$ cat src/rtl/scr1_pipe_mprf_wrarb_pkg.sv
// Shared types and defaults for the MPRF write-port arbiter and its busy scoreboard.
// No logic here besides a small saturating-increment helper.
package scr1_pipe_mprf_wrarb_pkg;

  localparam int unsigned SCR1_WA_STARVE_MAX_DEF = 4;
  localparam bit          SCR1_WA_INIT_EN_DEF    = 1'b1;
  localparam int unsigned SCR1_WA_STARVE_W       = 4;

  typedef enum logic {
    SCR1_WA_INIT,
    SCR1_WA_RUN
  } type_scr1_wa_state_e;

  typedef enum logic [1:0] {
    SCR1_WA_GNT_NONE,
    SCR1_WA_GNT_EXU,
    SCR1_WA_GNT_LSU
  } type_scr1_wa_gnt_e;

  function automatic logic [SCR1_WA_STARVE_W-1:0] scr1_wa_sat_inc(
    input logic [SCR1_WA_STARVE_W-1:0] val,
    input logic [SCR1_WA_STARVE_W-1:0] lim
  );
    return (val >= lim) ? lim : val + 1'b1;
  endfunction

endpackage

$ cat src/rtl/scr1_pipe_mprf_wrarb_sboard.sv
// Pending-load busy bits: set on reservation, cleared on LSU commit (set wins), 1-cycle update.
// Hazard lookups are combinational on the registered bits; no backpressure.
module scr1_pipe_mprf_sboard #(
  parameter int MPRF_AW = 5
) (
  input  logic               clk,
  input  logic               rst,
  input  logic               set_en,
  input  logic [MPRF_AW-1:0] set_addr,
  input  logic               clr_en,
  input  logic [MPRF_AW-1:0] clr_addr,
  input  logic [MPRF_AW-1:0] rs1_addr,
  input  logic [MPRF_AW-1:0] rs2_addr,
  output logic               rs1_busy,
  output logic               rs2_busy
);

  localparam int NREGS = 2 ** MPRF_AW;

  logic [NREGS-1:0] busy_q;
  logic [NREGS-1:0] busy_d;

  // Clear first so a same-cycle reservation of the committing register survives.
  always_comb begin
    busy_d = busy_q;
    if (clr_en) begin
      busy_d[clr_addr] = 1'b0;
    end
    if (set_en && (set_addr != '0)) begin
      busy_d[set_addr] = 1'b1;
    end
  end

  always_ff @(posedge clk) begin
    if (rst) begin
      busy_q <= '0;
    end else begin
      busy_q <= busy_d;
    end
  end

  assign rs1_busy = (rs1_addr != '0) & busy_q[rs1_addr];
  assign rs2_busy = (rs2_addr != '0) & busy_q[rs2_addr];

endmodule

$ cat src/rtl/scr1_pipe_mprf_wrarb.sv
// MPRF write-port master: post-reset zero sweep, then LSU-priority arbitration with EXU anti-starvation.
// Zero-latency grant; the loser is simply not handshaked (rdy low) and must hold its request.
module scr1_pipe_mprf_wrarb
  import scr1_pipe_mprf_wrarb_pkg::*;
#(
  parameter int unsigned MPRF_AW    = 5,
  parameter int unsigned XLEN       = 32,
  parameter int unsigned STARVE_MAX = SCR1_WA_STARVE_MAX_DEF,
  parameter bit          INIT_EN    = SCR1_WA_INIT_EN_DEF
) (
  input  logic               clk,
  input  logic               rst,
  input  logic               exu2wa_req,
  input  logic [MPRF_AW-1:0] exu2wa_addr,
  input  logic [XLEN-1:0]    exu2wa_data,
  output logic               wa2exu_rdy,
  input  logic               lsu2wa_req,
  input  logic [MPRF_AW-1:0] lsu2wa_addr,
  input  logic [XLEN-1:0]    lsu2wa_data,
  output logic               wa2lsu_rdy,
  input  logic               lsu2wa_rsv,
  input  logic [MPRF_AW-1:0] lsu2wa_rsv_addr,
  input  logic [MPRF_AW-1:0] exu2wa_rs1_addr,
  input  logic [MPRF_AW-1:0] exu2wa_rs2_addr,
  output logic               wa2exu_rs1_haz,
  output logic               wa2exu_rs2_haz,
  output logic               wa2mprf_w_req,
  output logic [MPRF_AW-1:0] wa2mprf_rd_addr,
  output logic [XLEN-1:0]    wa2mprf_rd_data,
  output logic               wa_init_done
);

  localparam int NREGS = 2 ** MPRF_AW;
  localparam logic [MPRF_AW-1:0]          LAST_ADDR  = MPRF_AW'(NREGS - 1);
  localparam logic [SCR1_WA_STARVE_W-1:0] STARVE_LIM = SCR1_WA_STARVE_W'(STARVE_MAX);
  localparam type_scr1_wa_state_e RST_STATE = INIT_EN ? SCR1_WA_INIT : SCR1_WA_RUN;

  type_scr1_wa_state_e             state_q;
  type_scr1_wa_state_e             state_d;
  type_scr1_wa_gnt_e               gnt;
  logic [MPRF_AW-1:0]              sweep_q;
  logic [SCR1_WA_STARVE_W-1:0]     starve_q;
  logic                            run;
  logic                            exu_prio;
  logic                            rs1_busy;
  logic                            rs2_busy;

  assign run      = (state_q == SCR1_WA_RUN);
  assign exu_prio = (starve_q == STARVE_LIM);

  always_ff @(posedge clk) begin
    if (rst) begin
      state_q <= RST_STATE;
    end else begin
      state_q <= state_d;
    end
  end

  always_comb begin
    state_d = state_q;
    if ((state_q == SCR1_WA_INIT) && (sweep_q == LAST_ADDR)) begin
      state_d = SCR1_WA_RUN;
    end
  end

  always_ff @(posedge clk) begin
    if (rst) begin
      sweep_q <= MPRF_AW'(1);
    end else if (state_q == SCR1_WA_INIT) begin
      sweep_q <= sweep_q + 1'b1;
    end
  end

  // EXU beats LSU only once it has lost STARVE_MAX times in a row.
  always_comb begin
    gnt = SCR1_WA_GNT_NONE;
    if (run) begin
      if (lsu2wa_req && !(exu_prio && exu2wa_req)) begin
        gnt = SCR1_WA_GNT_LSU;
      end else if (exu2wa_req) begin
        gnt = SCR1_WA_GNT_EXU;
      end
    end
  end

  always_ff @(posedge clk) begin
    if (rst) begin
      starve_q <= '0;
    end else if (run && exu2wa_req && (gnt != SCR1_WA_GNT_EXU)) begin
      starve_q <= scr1_wa_sat_inc(starve_q, STARVE_LIM);
    end else begin
      starve_q <= '0;
    end
  end

  scr1_pipe_mprf_sboard #(
    .MPRF_AW (MPRF_AW)
  ) i_sboard (
    .clk      (clk),
    .rst      (rst),
    .set_en   (run & lsu2wa_rsv),
    .set_addr (lsu2wa_rsv_addr),
    .clr_en   (gnt == SCR1_WA_GNT_LSU),
    .clr_addr (lsu2wa_addr),
    .rs1_addr (exu2wa_rs1_addr),
    .rs2_addr (exu2wa_rs2_addr),
    .rs1_busy (rs1_busy),
    .rs2_busy (rs2_busy)
  );

  // Everything is forced low while rst is high, independent of registered state.
  always_comb begin
    wa2exu_rdy      = 1'b0;
    wa2lsu_rdy      = 1'b0;
    wa2exu_rs1_haz  = 1'b0;
    wa2exu_rs2_haz  = 1'b0;
    wa2mprf_w_req   = 1'b0;
    wa2mprf_rd_addr = '0;
    wa2mprf_rd_data = '0;
    wa_init_done    = 1'b0;
    if (!rst) begin
      if (state_q == SCR1_WA_INIT) begin
        wa2mprf_w_req   = 1'b1;
        wa2mprf_rd_addr = sweep_q;
      end else begin
        wa_init_done   = 1'b1;
        wa2exu_rs1_haz = rs1_busy;
        wa2exu_rs2_haz = rs2_busy;
        case (gnt)
          SCR1_WA_GNT_EXU: begin
            wa2exu_rdy      = 1'b1;
            wa2mprf_w_req   = (exu2wa_addr != '0);
            wa2mprf_rd_addr = exu2wa_addr;
            wa2mprf_rd_data = exu2wa_data;
          end
          SCR1_WA_GNT_LSU: begin
            wa2lsu_rdy      = 1'b1;
            wa2mprf_w_req   = (lsu2wa_addr != '0);
            wa2mprf_rd_addr = lsu2wa_addr;
            wa2mprf_rd_data = lsu2wa_data;
          end
          default: ;
        endcase
      end
    end
  end

endmodule

$ cat config.mk
export PLATFORM = sky130hd
export DESIGN_NAME = scr1_pipe_mprf_wrarb
export DESIGN_NICKNAME = d
export VERILOG_FILES = /design/src/rtl/scr1_pipe_mprf_wrarb_pkg.sv /design/src/rtl/scr1_pipe_mprf_wrarb_sboard.sv /design/src/rtl/scr1_pipe_mprf_wrarb.sv
export SDC_FILE = /design/constraint.sdc
export NUM_CORES = 1
export LEC_CHECK = 0
export ABC_AREA = 0
export BUFFER_PORTS_ARGS = -buffer_cell sky130_fd_sc_hd__buf_2
export CORE_ASPECT_RATIO = 1.2
export CORE_UTILIZATION = 50
export DETAILED_ROUTE_END_ITERATION = 8
export GPL_TIMING_DRIVEN = 0
export HOLD_SLACK_MARGIN = 0.06
export PLACE_DENSITY_LB_ADDON = 0.05
export SLEW_MARGIN = 20
export SYNTH_ARGS = -nofsm -noshare
export SYNTH_HDL_FRONTEND = slang
export SYNTH_SLANG_ARGS = --single-unit
$ cat constraint.sdc
create_clock -name clk -period 3.78 [get_ports clk]
set_input_delay 0.567 -clock clk [delete_from_list [all_inputs] [get_ports clk]]
set_output_delay 0.567 -clock clk [all_outputs]
set_load 0.02 [all_outputs]
**Word-level counts from Yosys, hierarchy flattened**

Index checks and enable logic that the tools add are counted.

- $add $sub $neg: 2
- Order comparisons: 7
- Equal/unequal tests: 5
- Multiplexer cells: 35
- Bitwise operators: 8
- Reduce and logical (&&, ||, !) cells: 16

Operators with widths:

| operator | count |
|---|---|
| $mux W32 | 4 |
| $pmux W32 S2 | 1 |
| $and A32 B32 Y32 | 1 |
| $not A32 Y32 | 1 |
| $or A32 B32 Y32 | 1 |
| $reduce_bool A5 Y1 | 5 |
| $lt A5 B6 Y1 const B | 4 |
| $mux W1 | 19 |
| $bmux W1 S5 | 2 |
| $demux W1 S5 | 2 |
| $ge A5 B1 Y1 const B | 2 |
| $mux W5 | 2 |
| $pmux W5 S2 | 1 |
| $logic_and A1 B1 Y1 | 8 |
| $add A5 B1 Y5 const B | 1 |
| $eq A5 B5 Y1 const B | 1 |
| $add A4 B1 Y4 const B | 1 |
| $eq A4 B3 Y1 const B | 1 |
| $ge A4 B3 Y1 const B | 1 |
| $mux W2 | 2 |
| $and A1 B1 Y1 | 3 |
| $mux W3 | 1 |
| $reduce_or A3 Y1 | 1 |
| $eq A2 B1 Y1 const B | 1 |
| other kinds (6) | 7 |

- Bits in registers: 42
- Output and inout port bits: 43
- Logic and storage cells: 78

**Longest topological paths before layout**

- Word-level depth: 10
- Gate-level depth with buffers: 10
- Depth with buffers taken out: 9

**Modules after synthesis**

Synthesis repeated with hierarchy kept, for this count alone.

- Cell total of the unflattened synthesis: 367
- Area total of the unflattened synthesis: 2961.6 sq um

By module, submodules not included:

| module | instances | cells each | area an instance (sq um) |
|---|---|---|---|
| scr1_pipe_mprf_sboard | 1 | 212 | 1829.3 |
| scr1_pipe_mprf_wrarb | 1 | 155 | 1132.3 |

**Least setup slack after synthesis**

OpenSTA, ideal clock, no wires.

- Path kind: flip-flop to output port
- From: reg state_q (netlist: run)
- To: out wa2mprf_rd_data[10]
- Data arrival time: 2.125 ns
- Setup slack: 1.088 ns
- Cell stages (with the launch flop): 9
- Path buffers: 3
- Path through: dfxtp_1 > clkbuf_1 > nand3_1 > inv_1 > ha_1 > clkbuf_1 > clkbuf_1 > a22oi_1 > nor2_1

- Word-level cells in the longest chain between the ends: 5
- Elaborated cells between the ends (all ways): 6

Ends and longest elaborated chain:

| item | RTL line | text |
|---|---|---|
| from (decl) | scr1_pipe_mprf_wrarb.sv:38 | `type_scr1_wa_state_e state_q;` |
| from (signal assigned) | scr1_pipe_mprf_wrarb.sv:55 | `state_q <= state_d;` |
| $mux W2 | scr1_pipe_mprf_wrarb.sv:77 | `if (run) begin` |
| $eq A2 B2 Y1 or $eq A2 B1 Y1 (tied branches) | scr1_pipe_mprf_wrarb.sv:129 | `case (gnt)` |
| $pmux W32 S2 | scr1_pipe_mprf_wrarb.sv:129 |  |
| $mux W32 * | scr1_pipe_mprf_wrarb.sv:122 | `if (state_q == SCR1_WA_INIT) begin` |
| $mux W32 * | scr1_pipe_mprf_wrarb.sv:121 | `if (!rst) begin` |
| to (decl) | scr1_pipe_mprf_wrarb.sv:29 | `output logic [XLEN-1:0] wa2mprf_rd_data,` |

Mark *: on every way between the ends. The rest lies on a longest branch, timed or not.

**Worst setup path after layout**

- From: reg state_q (netlist: run)
- To: out wa2mprf_rd_data[20]

The elaborated chain is that of the path after synthesis.

==> metrics.md <==
| Metric | Value |
|---|---|
| Vias in the first global route | `3336` |
| CP max stage delay | `480 ps` |
| First-pass GRT wire length | `14990 µm` |
| Initial Utilization | `0.5248` |
| Synthesis Warnings | `0` |
| RSZ-0062 raised after global routing | `false` |
| Pwr Density | `241.6 nW/µm²` |
| Clock slew at reported path FFs | `80 ps` |
| Routed len/inst | `16.19 µm` |
| Via count | `3439` |
| Startpoint type of the worst setup path | `register` |
| Worst Path Buf+Inv | `5` |
| Arr. time, crit path | `2840 ps` |
| Die Y | `87.05 µm` |
| Gate power share | `0.140` |
| Tcrit/Tclk final | `0.9005` |
| Chip width | `72.88 µm` |
| Max IR drop VDD | `0.1288 mV` |
| Syn nets | `476` |
| Setup CP Type | `reg -> out` |
| Cts bufs inserted | `5` |
| Post-route DRC | `0` |
| Clk_skew | `8.131 ps` |
| Synth top area cells | `dfxtp_1, mux4_1, a22oi_1` |
| Routability Congestion | `0.8657` |
| First-pass iteration count of the detailed router | `4` |
| Seq pwr share | `0.483` |
| Setup Viol. Count Final | `0` |
| Finished Cell Area | `3872 µm²` |
| Synth-to-layout area growth | `28.48%` |
| Longest Clk Path Bufs | `2` |
| Min-delay worst type | `reg -> reg` |
| CTS tree | `yes` |
| Final min period | `3404 ps` |
| Max Cap Violations | `0` |
| Final slew viol count | `0` |
| CTS Sinks | `42` |
| CTS H-tree depth | `2` |
| Delay-heaviest family, CP | `buffers and inverters` |
| Post-synthesis cell type count | `36` |
| Slew @ Worst Pin | `1031 ps` |
| Area leader, netlist | `dfxtp_1` |
| Synthesized area | `3014 µm²` |
| Total grt overflow | `0` |
| Ant. Diodes | `0` |
| Synth top area share | `0.2790` |
| Flops & latches, synth | `42` |
| Endpoints failing hold | `0` |
| Share of layout cells above drive strength 1 | `0.2832` |
| Slew headroom | `0.3114` |
| Final wirelength | `9586 µm` |
| Clock power share | `0.378` |
| Area after detailed placement | `3761 µm²` |
| HPWL Detailed | `7414 µm` |
| Global Route Usage Sum | `0.3048` |
| Synthesized instance count | `376` |
| CP endpoint kind | `output port` |
| Clk_lat worst skew | `300 ps` |
| P_sw | `0.2292 mW` |
| Mean Syn Cell Area | `8.016 µm²` |
| Core Area | `5743 µm²` |
| Met1 usage | `0.3300` |
| Clock Tree Root | `clkbuf_8` |
| LEAKAGE | `1.613 nW` |
| Largest net degree at the start of global routing | `14` |
| Initial DRC Count | `294` |
| Switching Share | `0.2450` |
| WP data required | `3210 ps` |
| ANT nets after route | `0` |
| Critical-path cell list | `clkbuf_2, nand3_1, inv_1, ha_1, clkbuf_1, clkbuf_1, a22oi_1, nor2_1, buf_2` |
| Max frequency | `293.8 MHz` |
| Nets | `611` |
| Die Area | `6344 µm²` |
| FP Rows | `30` |
| PortBufs | `128` |
| Via density | `5.809` |
| IO Count | `137` |
| Status | `finished clean` |
| Antenna violations before repair | `0` |
| M3 GR Usage | `0.04282` |
| Worst-path maximum fanout | `10` |
| Setup TNS | `0 ps` |
| Busiest grt layer | `met2` |
| Int Pwr | `0.7065 mW` |
| Critical path's slowest cell | `dfxtp_1` |
| Most frequent CP cell | `clkbuf_1` |
| Met2 usage | `0.5811` |
| Seq/Total Area, Yosys | `0.2790` |
[cell families (layout without fill, tap and decap cells)]
kind of cell / after synthesis / count (layout) / synth area share
other: 1 / 1 / 0.001244
and+or+nand+nor: 158 / 158 / 0.2536
DFF: 42 / 42 / 0.2790
AOI/OAI and AO/OA: 115 / 115 / 0.2283
muxes: 22 / 22 / 0.1594
xor gates and xnor gates: 2 / 2 / 0.005813
buffers and inverters: 30 / 166 / 0.04773
adders and majority gates: 6 / 6 / 0.02491
[timing repair]
| action | in CTS | in global routing |
|---|---|---|
| hold buffers | 0 | 0 |
| gates resized for setup | 0 | 2 |
| setup endpoints to repair | 0 | 24 |
| setup buffers | 0 | 0 |
[final cells by class]
class / instances / area, µm²
Sequential cell: 42 / 840.8
Timing Repair Buffer: 128 / 640.6
Tap cell: 80 / 100.1
Clock inverter: 2 / 37.54
Buffer: 26 / 130.1
Inverter: 4 / 15.01
Fill cell: 500 / 1871
Clock buffer: 6 / 72.57
Multi-Input combinational cell: 304 / 2036
[placed cells by master, fill, tap and decap left out, types with 2 or more instances in the layout]
cell type    n
buf_2      129
nor2_1      54
nand2_1     44
dfxtp_1     42
a21oi_1     41
a22oi_1     32
o21ai_0     32
clkbuf_1    20
mux4_1      16
nand3b_1    12
nor2b_1      9
nor3_1       8
nand3_1      7
nor3b_1      7
mux2i_1      6
ha_1         6
a22o_1       5
clkbuf_8     5
inv_1        4
and3_1       4
buf_6        4
or4_1        3
or3b_2       3
a21o_1       2
and2_1       2
[state kept, by name (all words and copies together), names as in the netlist]
name,flops
i_sboard.busy_q,32
sweep_q,5
starve_q,4
run,1
[power groups by stage]
stage / Clock (mW) / Sequential [mW] / Combinational, mW
5_1_grt: 0.380 / 0.453 / 0.142
6_report: 0.354 / 0.452 / 0.131
3_3_place_gp: 0 / 0.462 / 0.127
2_1_floorplan: 0 / 0.461 / 0.0579
3_5_place_dp: 0 / 0.462 / 0.129
4_1_cts: 0.355 / 0.452 / 0.130
[through the flow]
step                      setup slack [ps]    util  total power [mW]  cells  hold slack, ps
final                                376.2  0.6743            0.9357    592           494.7
after global routing                 109.3  0.6743            0.9745    592           514.4
after CTS                            213.8  0.6741            0.9362    592           492.8
after detailed placement             548.9  0.6549            0.5911    584           481.8
after global placement               594.3  0.6538            0.5888    584           470.7
after floorplan                       1088       -            0.5187    376           457.1
[path summary, 6_finish.rpt]
kind                            cells past startpoint                             end  slack, ps                      startpoint
worst max-delay path                                9             wa2mprf_rd_data[20]        380                run$_SDFFE_PP0P_
worst min-delay path                                2  i_sboard.busy_q[28]$_SDFF_PP0_        490  i_sboard.busy_q[28]$_SDFF_PP0_
worst max register to register                      8  i_sboard.busy_q[20]$_SDFF_PP0_       1420                run$_SDFFE_PP0P_
worst min register to register                      2  i_sboard.busy_q[28]$_SDFF_PP0_        490  i_sboard.busy_q[28]$_SDFF_PP0_
[synth_stat cells]
cell type  number
nor3b_1         7
conb_1          1
nor3_1          8
and2_1          2
ha_1            6
and3b_1         1
a21o_1          2
o31a_1          1
mux2i_1         6
nand3b_1       12
a22oi_1        32
o31ai_1         1
nand3_1         7
o21bai_1        1
xor2_1          1
or4_1           3
a21oi_1        41
o21ai_0        32
a22o_1          5
xnor2_1         1
or3_1           1
buf_2           1
nand4b_1        1
nor2b_1         9
nor2_1         54
clkbuf_1       20
mux4_1         16
buf_6           4
inv_1           4
or3b_2          3
nor4_1          1
dfxtp_1        42
and3_1          4
nand2_1        44
nand2b_1        1
buf_1           1
[tightest hold or removal path: stages (launching register included)]
cell and delay, ps:
dfxtp_1 320, o21ai_0 70, a21oi_1 60
[per-layer routing]
layer	vias up	routed length, µm
li1	1654	-
met1	1621	3680
met2	148	5077
met3	16	609
met4	0	218
met5	-	0
Power figures use the tool's default switching activity.
